==> src/rtl/gobou_fc_ctrl_if.sv <==
// ============================================================================
// Module  : gobou_fc_ctrl_if
// Brief   : Host/core-array bundle for the gobou FC control core.
// Rev     : 1.0  initial release
// ============================================================================
`default_nettype none

interface gobou_fc_ctrl_if #(
  parameter int CORE    = 16,
  parameter int CORELOG = 4,
  parameter int DWIDTH  = 16,
  parameter int LWIDTH  = 12,
  parameter int IMGSIZE = 12,
  parameter int NETSIZE = 14
);
  logic                 req;
  logic                 bias_en;
  logic [LWIDTH-1:0]    total_in;
  logic [LWIDTH-1:0]    total_out;
  logic [IMGSIZE-1:0]   input_addr;
  logic [IMGSIZE-1:0]   output_addr;
  logic [NETSIZE-1:0]   net_addr;
  logic                 img_we;
  logic [DWIDTH-1:0]    write_img;
  logic [CORELOG:0]     net_we;
  logic                 in_begin;
  logic [DWIDTH-1:0]    write_result;

  logic                 ack;
  logic                 out_begin;
  logic                 out_valid;
  logic                 out_end;
  logic                 mem_img_we;
  logic [IMGSIZE-1:0]   mem_img_addr;
  logic [DWIDTH-1:0]    write_mem_img;
  logic [CORE-1:0]      mem_net_we;
  logic [NETSIZE-1:0]   mem_net_addr;
  logic                 breg_we;
  logic                 serial_we;

  modport master (
    output req, bias_en, total_in, total_out, input_addr, output_addr,
           net_addr, img_we, write_img, net_we, in_begin, write_result,
    input  ack, out_begin, out_valid, out_end, mem_img_we, mem_img_addr,
           write_mem_img, mem_net_we, mem_net_addr, breg_we, serial_we
  );

  modport slave (
    input  req, bias_en, total_in, total_out, input_addr, output_addr,
           net_addr, img_we, write_img, net_we, in_begin, write_result,
    output ack, out_begin, out_valid, out_end, mem_img_we, mem_img_addr,
           write_mem_img, mem_net_we, mem_net_addr, breg_we, serial_we
  );
endinterface

`default_nettype wire

==> src/rtl/gobou_fc_ctrl.sv <==
// ============================================================================
// Module  : gobou_fc_ctrl
// Brief   : Weight/bias fetch and result write-back sequencer for CORE MACs.
// Rev     : 1.0  initial release
// ============================================================================
`default_nettype none

module gobou_fc_ctrl #(
  parameter int CORE    = 16,
  parameter int CORELOG = 4,
  parameter int DWIDTH  = 16,
  parameter int LWIDTH  = 12,
  parameter int IMGSIZE = 12,
  parameter int NETSIZE = 14
) (
  input  logic           clk,
  input  logic           xrst,
  gobou_fc_ctrl_if.slave bus
);

  typedef enum logic [1:0] {
    S_IDLE   = 2'd0,
    S_WEIGHT = 2'd1,
    S_BIAS   = 2'd2,
    S_OUTPUT = 2'd3
  } state_t;

  localparam logic [CORELOG:0] c_ser_end = (CORELOG+1)'(CORE + 1);
  localparam logic [LWIDTH:0]  c_core_l  = (LWIDTH+1)'(CORE);

  state_t               r_state;
  state_t               w_state_nxt;

  logic [LWIDTH-1:0]    r_total_in;
  logic [LWIDTH-1:0]    r_total_out;
  logic                 r_bias_en;
  logic [IMGSIZE-1:0]   r_in_base;
  logic [IMGSIZE-1:0]   r_out_base;
  logic [NETSIZE-1:0]   r_net_base;

  logic [LWIDTH-1:0]    r_cnt_in;
  logic [LWIDTH-1:0]    r_cnt_out;
  logic [NETSIZE-1:0]   r_net_ptr;
  logic [IMGSIZE-1:0]   r_out_ptr;
  logic [CORELOG:0]     r_ser_cnt;

  logic                 r_out_begin;
  logic                 r_out_valid;
  logic                 r_out_end;
  logic                 r_mem_img_we;
  logic [IMGSIZE-1:0]   r_mem_img_addr;
  logic [DWIDTH-1:0]    r_write_mem_img;
  logic [CORE-1:0]      r_mem_net_we;
  logic [NETSIZE-1:0]   r_mem_net_addr;
  logic                 r_breg_we;
  logic                 r_serial_we;

  logic                 w_start;
  logic                 w_wt_last;
  logic                 w_grp_end;
  logic                 w_last_grp;
  logic [LWIDTH:0]      w_remain;
  logic [LWIDTH:0]      w_valid;
  logic                 w_slot_wr;
  logic [CORE-1:0]      w_net_dec;

  assign w_start   = (r_state == S_IDLE) && bus.req &&
                     (bus.total_in != '0) && (bus.total_out != '0);
  assign w_wt_last = (r_cnt_in == (r_total_in - LWIDTH'(1)));
  assign w_grp_end = (r_ser_cnt == c_ser_end);

  // Group arithmetic is one bit wider so cnt_out + CORE cannot wrap.
  assign w_last_grp = (({1'b0, r_cnt_out} + c_core_l) >= {1'b0, r_total_out});
  assign w_remain   = {1'b0, r_total_out} - {1'b0, r_cnt_out};
  assign w_valid    = w_last_grp ? w_remain : c_core_l;
  assign w_slot_wr  = ((LWIDTH+1)'(r_ser_cnt) <= w_valid);

  always_comb begin
    w_net_dec = '0;
    for (int k = 0; k < CORE; k++) begin
      w_net_dec[k] = (int'(bus.net_we) == k + 1);
    end
  end

  always_ff @(posedge clk or negedge xrst) begin
    if (!xrst) begin
      r_state <= S_IDLE;
    end else begin
      r_state <= w_state_nxt;
    end
  end

  always_comb begin
    w_state_nxt = r_state;
    case (r_state)
      S_IDLE:   if (w_start) w_state_nxt = S_WEIGHT;
      S_WEIGHT: if (w_wt_last) w_state_nxt = r_bias_en ? S_BIAS : S_OUTPUT;
      S_BIAS:   w_state_nxt = S_OUTPUT;
      S_OUTPUT: if (w_grp_end) w_state_nxt = w_last_grp ? S_IDLE : S_WEIGHT;
      default:  w_state_nxt = S_IDLE;
    endcase
  end

  always_ff @(posedge clk or negedge xrst) begin
    if (!xrst) begin
      r_total_in      <= '0;
      r_total_out     <= '0;
      r_bias_en       <= 1'b0;
      r_in_base       <= '0;
      r_out_base      <= '0;
      r_net_base      <= '0;
      r_cnt_in        <= '0;
      r_cnt_out       <= '0;
      r_net_ptr       <= '0;
      r_out_ptr       <= '0;
      r_ser_cnt       <= '0;
      r_out_begin     <= 1'b0;
      r_out_valid     <= 1'b0;
      r_out_end       <= 1'b0;
      r_mem_img_we    <= 1'b0;
      r_mem_img_addr  <= '0;
      r_write_mem_img <= '0;
      r_mem_net_we    <= '0;
      r_mem_net_addr  <= '0;
      r_breg_we       <= 1'b0;
      r_serial_we     <= 1'b0;
    end else begin
      r_out_begin  <= 1'b0;
      r_out_valid  <= 1'b0;
      r_out_end    <= 1'b0;
      r_breg_we    <= 1'b0;
      r_serial_we  <= 1'b0;
      r_mem_img_we <= 1'b0;
      r_mem_net_we <= '0;
      case (r_state)
        S_IDLE: begin
          r_mem_img_we    <= bus.img_we;
          r_mem_img_addr  <= bus.input_addr;
          r_write_mem_img <= bus.write_img;
          r_mem_net_we    <= w_net_dec;
          r_mem_net_addr  <= bus.net_addr;
          if (w_start) begin
            r_total_in  <= bus.total_in;
            r_total_out <= bus.total_out;
            r_bias_en   <= bus.bias_en;
            r_in_base   <= bus.input_addr;
            r_out_base  <= bus.output_addr;
            r_net_base  <= bus.net_addr;
            r_cnt_in    <= '0;
            r_out_begin <= 1'b1;
          end
        end
        S_WEIGHT: begin
          r_mem_img_addr <= r_in_base + IMGSIZE'(r_cnt_in);
          r_mem_net_addr <= r_net_base + r_net_ptr;
          r_net_ptr      <= r_net_ptr + NETSIZE'(1);
          r_out_valid    <= 1'b1;
          if (w_wt_last) begin
            r_cnt_in  <= '0;
            r_out_end <= !r_bias_en;
          end else begin
            r_cnt_in  <= r_cnt_in + LWIDTH'(1);
          end
        end
        S_BIAS: begin
          r_mem_net_addr <= r_net_base + r_net_ptr;
          r_net_ptr      <= r_net_ptr + NETSIZE'(1);
          r_out_valid    <= 1'b1;
          r_out_end      <= 1'b1;
          r_breg_we      <= 1'b1;
        end
        S_OUTPUT: begin
          // r_ser_cnt: 0 waits for in_begin, 1..CORE are result slots, CORE+1 ends the group.
          if (r_ser_cnt == '0) begin
            if (bus.in_begin) begin
              r_serial_we <= 1'b1;
              r_ser_cnt   <= (CORELOG+1)'(1);
            end
          end else if (w_grp_end) begin
            r_ser_cnt <= '0;
            if (w_last_grp) begin
              r_cnt_out <= '0;
              r_net_ptr <= '0;
              r_out_ptr <= '0;
            end else begin
              r_cnt_out   <= r_cnt_out + LWIDTH'(CORE);
              r_out_begin <= 1'b1;
            end
          end else begin
            r_ser_cnt <= r_ser_cnt + (CORELOG+1)'(1);
            if (w_slot_wr) begin
              r_mem_img_we    <= 1'b1;
              r_mem_img_addr  <= r_out_base + r_out_ptr;
              r_write_mem_img <= bus.write_result;
              r_out_ptr       <= r_out_ptr + IMGSIZE'(1);
            end
          end
        end
        default: ;
      endcase
    end
  end

  assign bus.ack           = (r_state == S_IDLE);
  assign bus.out_begin     = r_out_begin;
  assign bus.out_valid     = r_out_valid;
  assign bus.out_end       = r_out_end;
  assign bus.mem_img_we    = r_mem_img_we;
  assign bus.mem_img_addr  = r_mem_img_addr;
  assign bus.write_mem_img = r_write_mem_img;
  assign bus.mem_net_we    = r_mem_net_we;
  assign bus.mem_net_addr  = r_mem_net_addr;
  assign bus.breg_we       = r_breg_we;
  assign bus.serial_we     = r_serial_we;

endmodule

`default_nettype wire

==> src/flat_wrapper.sv <==
// flat-port wrapper written by rule: the top's interface ports become plain ports
module gobou_fc_ctrl_flat 
#(
  parameter int CORE    = 16,
  parameter int CORELOG = 4,
  parameter int DWIDTH  = 16,
  parameter int LWIDTH  = 12,
  parameter int IMGSIZE = 12,
  parameter int NETSIZE = 14
)
  (clk, xrst, bus_req, bus_bias_en, bus_total_in, bus_total_out, bus_input_addr, bus_output_addr, bus_net_addr, bus_img_we, bus_write_img, bus_net_we, bus_in_begin, bus_write_result, bus_ack, bus_out_begin, bus_out_valid, bus_out_end, bus_mem_img_we, bus_mem_img_addr, bus_write_mem_img, bus_mem_net_we, bus_mem_net_addr, bus_breg_we, bus_serial_we);
  gobou_fc_ctrl_if #(.CORE(CORE), .CORELOG(CORELOG), .DWIDTH(DWIDTH), .LWIDTH(LWIDTH), .IMGSIZE(IMGSIZE), .NETSIZE(NETSIZE)) bus_i ();
  input  logic clk;
  input  logic xrst;
  input wire logic [$bits(bus_i.req)-1:0] bus_req;
  input wire logic [$bits(bus_i.bias_en)-1:0] bus_bias_en;
  input wire logic [$bits(bus_i.total_in)-1:0] bus_total_in;
  input wire logic [$bits(bus_i.total_out)-1:0] bus_total_out;
  input wire logic [$bits(bus_i.input_addr)-1:0] bus_input_addr;
  input wire logic [$bits(bus_i.output_addr)-1:0] bus_output_addr;
  input wire logic [$bits(bus_i.net_addr)-1:0] bus_net_addr;
  input wire logic [$bits(bus_i.img_we)-1:0] bus_img_we;
  input wire logic [$bits(bus_i.write_img)-1:0] bus_write_img;
  input wire logic [$bits(bus_i.net_we)-1:0] bus_net_we;
  input wire logic [$bits(bus_i.in_begin)-1:0] bus_in_begin;
  input wire logic [$bits(bus_i.write_result)-1:0] bus_write_result;
  output wire logic [$bits(bus_i.ack)-1:0] bus_ack;
  output wire logic [$bits(bus_i.out_begin)-1:0] bus_out_begin;
  output wire logic [$bits(bus_i.out_valid)-1:0] bus_out_valid;
  output wire logic [$bits(bus_i.out_end)-1:0] bus_out_end;
  output wire logic [$bits(bus_i.mem_img_we)-1:0] bus_mem_img_we;
  output wire logic [$bits(bus_i.mem_img_addr)-1:0] bus_mem_img_addr;
  output wire logic [$bits(bus_i.write_mem_img)-1:0] bus_write_mem_img;
  output wire logic [$bits(bus_i.mem_net_we)-1:0] bus_mem_net_we;
  output wire logic [$bits(bus_i.mem_net_addr)-1:0] bus_mem_net_addr;
  output wire logic [$bits(bus_i.breg_we)-1:0] bus_breg_we;
  output wire logic [$bits(bus_i.serial_we)-1:0] bus_serial_we;
  assign bus_i.req = bus_req;
  assign bus_i.bias_en = bus_bias_en;
  assign bus_i.total_in = bus_total_in;
  assign bus_i.total_out = bus_total_out;
  assign bus_i.input_addr = bus_input_addr;
  assign bus_i.output_addr = bus_output_addr;
  assign bus_i.net_addr = bus_net_addr;
  assign bus_i.img_we = bus_img_we;
  assign bus_i.write_img = bus_write_img;
  assign bus_i.net_we = bus_net_we;
  assign bus_i.in_begin = bus_in_begin;
  assign bus_i.write_result = bus_write_result;
  assign bus_ack = bus_i.ack;
  assign bus_out_begin = bus_i.out_begin;
  assign bus_out_valid = bus_i.out_valid;
  assign bus_out_end = bus_i.out_end;
  assign bus_mem_img_we = bus_i.mem_img_we;
  assign bus_mem_img_addr = bus_i.mem_img_addr;
  assign bus_write_mem_img = bus_i.write_mem_img;
  assign bus_mem_net_we = bus_i.mem_net_we;
  assign bus_mem_net_addr = bus_i.mem_net_addr;
  assign bus_breg_we = bus_i.breg_we;
  assign bus_serial_we = bus_i.serial_we;
  gobou_fc_ctrl #(.CORE(CORE), .CORELOG(CORELOG), .DWIDTH(DWIDTH), .LWIDTH(LWIDTH), .IMGSIZE(IMGSIZE), .NETSIZE(NETSIZE)) u_core (.clk(clk), .xrst(xrst), .bus(bus_i));
endmodule
==> config.mk <==
export PLATFORM = sky130hd
export DESIGN_NAME = gobou_fc_ctrl_flat
export DESIGN_NICKNAME = d
export VERILOG_FILES = /design/src/rtl/gobou_fc_ctrl_if.sv /design/src/rtl/gobou_fc_ctrl.sv /design/src/flat_wrapper.sv
export SDC_FILE = /design/constraint.sdc
export NUM_CORES = 1
export LEC_CHECK = 0
export CELL_PAD_IN_SITES_DETAIL_PLACEMENT = 1
export CELL_PAD_IN_SITES_GLOBAL_PLACEMENT = 1
export CORE_MARGIN = 2
export CORE_UTILIZATION = 32
export CTS_CLUSTER_SIZE = 20
export DETAILED_ROUTE_END_ITERATION = 12
export PLACE_DENSITY_LB_ADDON = 0.1
export SYNTH_ARGS = -nofsm -noshare
export SYNTH_HDL_FRONTEND = slang
export SYNTH_SLANG_ARGS = --single-unit
==> constraint.sdc <==
create_clock -name clk -period 7.8 [get_ports clk]
set_input_delay 1.56 -clock clk [delete_from_list [all_inputs] [get_ports clk]]
set_output_delay 1.56 -clock clk [all_outputs]
set_load 0.05 [all_outputs]
Word-level counts from Yosys, hierarchy flattened
Cells that the tools add are included.
W data, S select, Z words.

cells by class
  equality and inequality tests = 30
  mux-type cells = 47
  reductions and logical operators = 24
  bitwise operators = 1
  $lt $le $gt $ge = 2
  $add $sub $neg = 11

operator list
  operator                 count
  $mux W12                 9
  $mux W16                 4
  $pmux W14 S2             2
  $eq A5 B5 Y1 const B     10
  $mux W14                 3
  $pmux W12 S3             1
  $pmux W16 S2             1
  $add A12 B1 Y12 const B  2
  $add A12 B12 Y12         2
  $pmux W12 S2             1
  $reduce_bool A12 Y1      2
  $eq A5 B4 Y1 const B     4
  $reduce_and A4 Y1        4
  $mux W1                  15
  $mux W5                  3
  $add A14 B1 Y14 const B  1
  $add A14 B14 Y14         1
  $add A12 B5 Y13 const B  1
  $ge A13 B12 Y1           1
  $le A5 B13 Y1            1
  $mux W13                 1
  $sub A12 B12 Y13         1
  $add A12 B5 Y12 const B  1
  $eq A12 B12 Y1           1
  other kinds (21)         43

storage, ports and cells
  bits in registers = 184
  input bits = 105

Depth between registers and ports, before layout
  word-level depth = 8
  mapped depth = 22

Worst setup path before layout
OpenSTA, ideal clock, no wires.

  path type = flip-flop to flip-flop
  start point = reg u_core.r_cnt_out[4]
  end point = reg u_core.r_out_ptr[10]
  path slack = 3,454 ps
  cell stages (with the launch flop) = 22
  arrival time = 4,268 ps
  setup time = 78 ps
  period minus slack after synthesis = 4,346 ps
  cell sequence = dfrtp_1 -> ha_1 -> nand3_1 -> nor3_1 -> xnor2_1 -> ha_1 -> and4_1 -> o21ai_0 -> o211ai_1 -> buf_2 -> clkbuf_1 -> nand2_1 -> ha_1 -> nor2b_1 -> o21a_1 -> o21ai_0 -> a21o_1 -> o21ai_0 -> a31o_2 -> buf_6 -> or4_1 -> a21oi_1

between the ends
  cells in the longest elaborated chain, start to end = 6
  elaborated cells between the ends (all ways) = 8

ends and longest elaborated chain
  element                               line                  RTL
  from (decl)                           gobou_fc_ctrl.sv:42   logic [LWIDTH-1:0] r_cnt_out;
  from (signal assigned)                gobou_fc_ctrl.sv:186  r_cnt_out <= r_cnt_out + LWIDTH'(CORE);
  $add A12 B5 Y13                       gobou_fc_ctrl.sv:73   assign w_last_grp = (({1'b0, r_cnt_out} + c_core_l) >= {1'b0, r_total_out});
  $ge A13 B12 Y1                        gobou_fc_ctrl.sv:73
  $mux W13                              gobou_fc_ctrl.sv:75   assign w_valid = w_last_grp ? w_remain : c_core_l;
  $le A5 B13 Y1                         gobou_fc_ctrl.sv:76   assign w_slot_wr = ((LWIDTH+1)'(r_ser_cnt) <= w_valid);
  $reduce_bool A2 Y1 (no source line)   -
  $reduce_and A4 Y1 (no source line) *  -
  to (signal assigned)                  gobou_fc_ctrl.sv:195  r_out_ptr <= r_out_ptr + IMGSIZE'(1);
  to (decl)                             gobou_fc_ctrl.sv:44   logic [IMGSIZE-1:0] r_out_ptr;

Every way passes the cells marked *; elsewhere a longest branch is shown, timed or not.
A chain may end at the register's enable or synchronous reset.

Worst setup path in the final report
Same ends and word-level chain as after synthesis.

==> qor.txt <==
Vias in the first global route: 9090
Residual DRC: 0
DP HPWL: 22700 um
Top cells by area, synth: dfrtp_1, ha_1, mux2_2
Detailed-route via count: 8507
Die Width: 186 um
Clock-pin slew on the worst setup and hold paths: 70 ps
Fmax: 210 MHz
Most common cell in the netlist: dfrtp_1
Critical Path Max Stage Delay: 570 ps
Skew final: 11.0 ps
Critical Path Fanout Max: 28
Crit Path Class: register to register
Initial antenna violation count: 0
IO Port Bufs: 169
Skew-Pair Late Insertion Delay: 450 ps
Avg Cell Area, Syn: 10.1 um^2
Initial Util: 32.5%
Area Growth Syn to Fin: 26.5%
Post-CTS Setup Bufs: 0
Synth Cell Area: 10600 um^2
Syn_nets: 1234
Largest net degree at the start of global routing: 71
Layout cells sized above 1: 12.0%
Post-DR vias/cell: 5.09
Chip Height: 186 um
Total gr overflow: 0
Post-synth top flop: dfrtp_1
Worst EP required: 8170 ps
Number of buffers created by CTS: 17
Wire length per cell: 18.6 um
Final hold vios: 0
LEAKAGE: 5.72 nW
Synth top cells by count: dfrtp_1, nand2_1, o21ai_0
Gate Count Post-Synth: 1055
Number of flops mapped to enable cells by yosys: 0
WL final: 31100 um
Ant diodes: 0
Synthesis-stage register bit count: 180
Status: finished, final reports clean
Worst slew pin tran: 1020 ps
I/O pin count: 170
Power, Total: 5.62 mW
Clock Sinks: 180
Post-synth top area share: 42.4%
Worst min path class: register to register
Row Count: 66
CTS Hold Bufs: 0
WHS Path Cells: 2
CP max stage cell: or4_1
# setup viols final: 0
R2R depth: 19
Post-synthesis sequential area ratio: 42.4%
Htree depth: 4
Drt pass-1 iters: 4
Max Buffers Root-to-Sink: 2
GP Congestion: 0.796
Core area: 32600 um^2
Final Cycle Share: 61.1%
Post-synthesis async set-or-reset flop share: 100%
CP Capture Type: register
Warnings from Yosys: 0
Cell Chain, Critical Path: ha_1, nand3_1, nor3_1, xnor2_1, ha_1, and4_1, o21ai_0, o211ai_1, buf_4, nand2_1, ha_1, nor2b_1, o21a_1, o21ai_0, a21o_1, o21ai_0, a31o_2, or4_1, a21oi_1
DRT antenna net count: 0
Leading area contributor after synthesis: dfrtp_1
Yosys cell types: 74
Pwr Density: 418 nW/um^2
Unrepaired setup endpoints after global routing: false
Root Driver: clkbuf_16
Resized cells post-CTS: 0
Max-cap violations: 0
CTS tree: done
Nets: 1396
Die area: 34700 um^2
First DRT Iteration DRCs: 355
Final slew viol count: 0
Rel. slew slack: 31.7%
First-pass GRT wire length: 50100 um
TNS Setup: 0 ps
Global Route Usage Sum: 18.7%
Minimum clock period: 4760 ps
VDD IR max: 0.000212 V
Worst setup SP type: register
Arrival @ worst endpoint: 5140 ps
[metal layers]
metal / wire [um] / track usage, % / part of all wire (%) / up-vias
met2: 13600 / 28.3 / 44 / 162
met5: 0 / 0 / 0 / -
met1: 15400 / 26.5 / 50 / 4194
met4: 301 / 4.88 / 0.97 / 0
li1: - / - / - / 4134
met3: 1750 / 4.75 / 5.6 / 17
[cell families (layout without fill, tap and decap cells)]
family | count (synthesis) | count (layout) | share of synthesized area, %
buffers and inverters | 76 | 251 | 2.95
adders and majority gates | 74 | 74 | 8.93
muxes | 88 | 88 | 9.53
other | 2 | 2 | 0.0707
DFF | 180 | 180 | 42.4
and+or+nand+nor | 335 | 335 | 15.7
xor gates and xnor gates | 69 | 69 | 5.69
AOI/OAI and AO/OA | 231 | 231 | 14.7
[metrics by stage]
stage                     instances  hold slack (ps)  utilization [%]  worst slack (ps)  cell area [um^2]
final                          1672              488             41.2              3040             13400
after global routing           1672              518             41.2              2570             13400
after CTS                      1672              495             41.2              2990             13400
after detailed placement       1640              478             39.2              3090             12800
after global placement         1640              469             39.2              3200             12800
after floorplan                1055              473                -              3450             10600
[sequential cells by signal, summed over array words and instances (netlist names), 2 cells and up]
register                  cells
u_core.bus.mem_net_we        16
u_core.r_out_ptr             12
u_core.r_total_out           12
u_core.r_out_base            12
u_core.r_state                2
u_core.r_net_ptr             14
u_core.r_cnt_out              8
u_core.bus.write_mem_img     16
u_core.bus.mem_net_addr      14
u_core.r_total_in            12
u_core.r_net_base            14
u_core.r_ser_cnt              5
u_core.bus.mem_img_addr      12
u_core.r_cnt_in              12
u_core.r_in_base             12
[critical path, delay by kind of cell (launching register included)]
family / cells / cell delay [ps]
fa+ha+maj: 3 / 860
simple gates: 6 / 1510
buf+inv: 1 / 250
xor+xnor: 1 / 120
flops: 1 / 400
compound gates: 8 / 1520
[placed cells by master (no fill, tap or decap), types with 37 or more instances in the layout]
master,synthesis,layout
a21oi_1,37,37
clkdlybuf4s50_1,0,168
dfrtp_1,180,180
ha_1,71,71
inv_1,39,39
mux2_2,65,65
nand2_1,84,84
nor2_1,79,79
o21ai_0,81,81
xnor2_1,38,38
[path summary, 6_finish.rpt]
path	from	endpoint	slack [ps]
max	u_core.r_cnt_out[4]	u_core.r_out_ptr[10]	3040
min	u_core.bus.mem_net_addr[9]	u_core.bus.mem_net_addr[9]	490
max reg2reg	u_core.r_cnt_out[4]	u_core.r_out_ptr[10]	3040
min reg2reg	u_core.bus.mem_net_addr[9]	u_core.bus.mem_net_addr[9]	490
max in group asynchronous	xrst	u_core.bus.mem_img_addr[2]	5470
min in group asynchronous	xrst	u_core.r_total_out[10]	1040
[area by class of cell]
| type | count | area [um^2] |
|---|---|---|
| Clock inverter | 13 | 204 |
| Timing Repair Buffer | 179 | 1770 |
| Sequential cell | 180 | 4500 |
| Multi-Input combinational cell | 799 | 5800 |
| Fill cell | 3660 | 19200 |
| Inverter | 40 | 150 |
| Clock buffer | 19 | 453 |
| Tap cell | 442 | 553 |
[where the power goes]
group / switching [mW] / leakage [nW] / total [mW] / internal (mW)
Sequential: 0.314 / 2.25 / 1.60 / 1.29
Combinational: 1.76 / 3.14 / 3.03 / 1.28
Clock: 0.393 / 0.328 / 0.980 / 0.586
Total: 2.47 / 5.72 / 5.62 / 3.15
No activity file was read; power rests on OpenSTA's default activity.
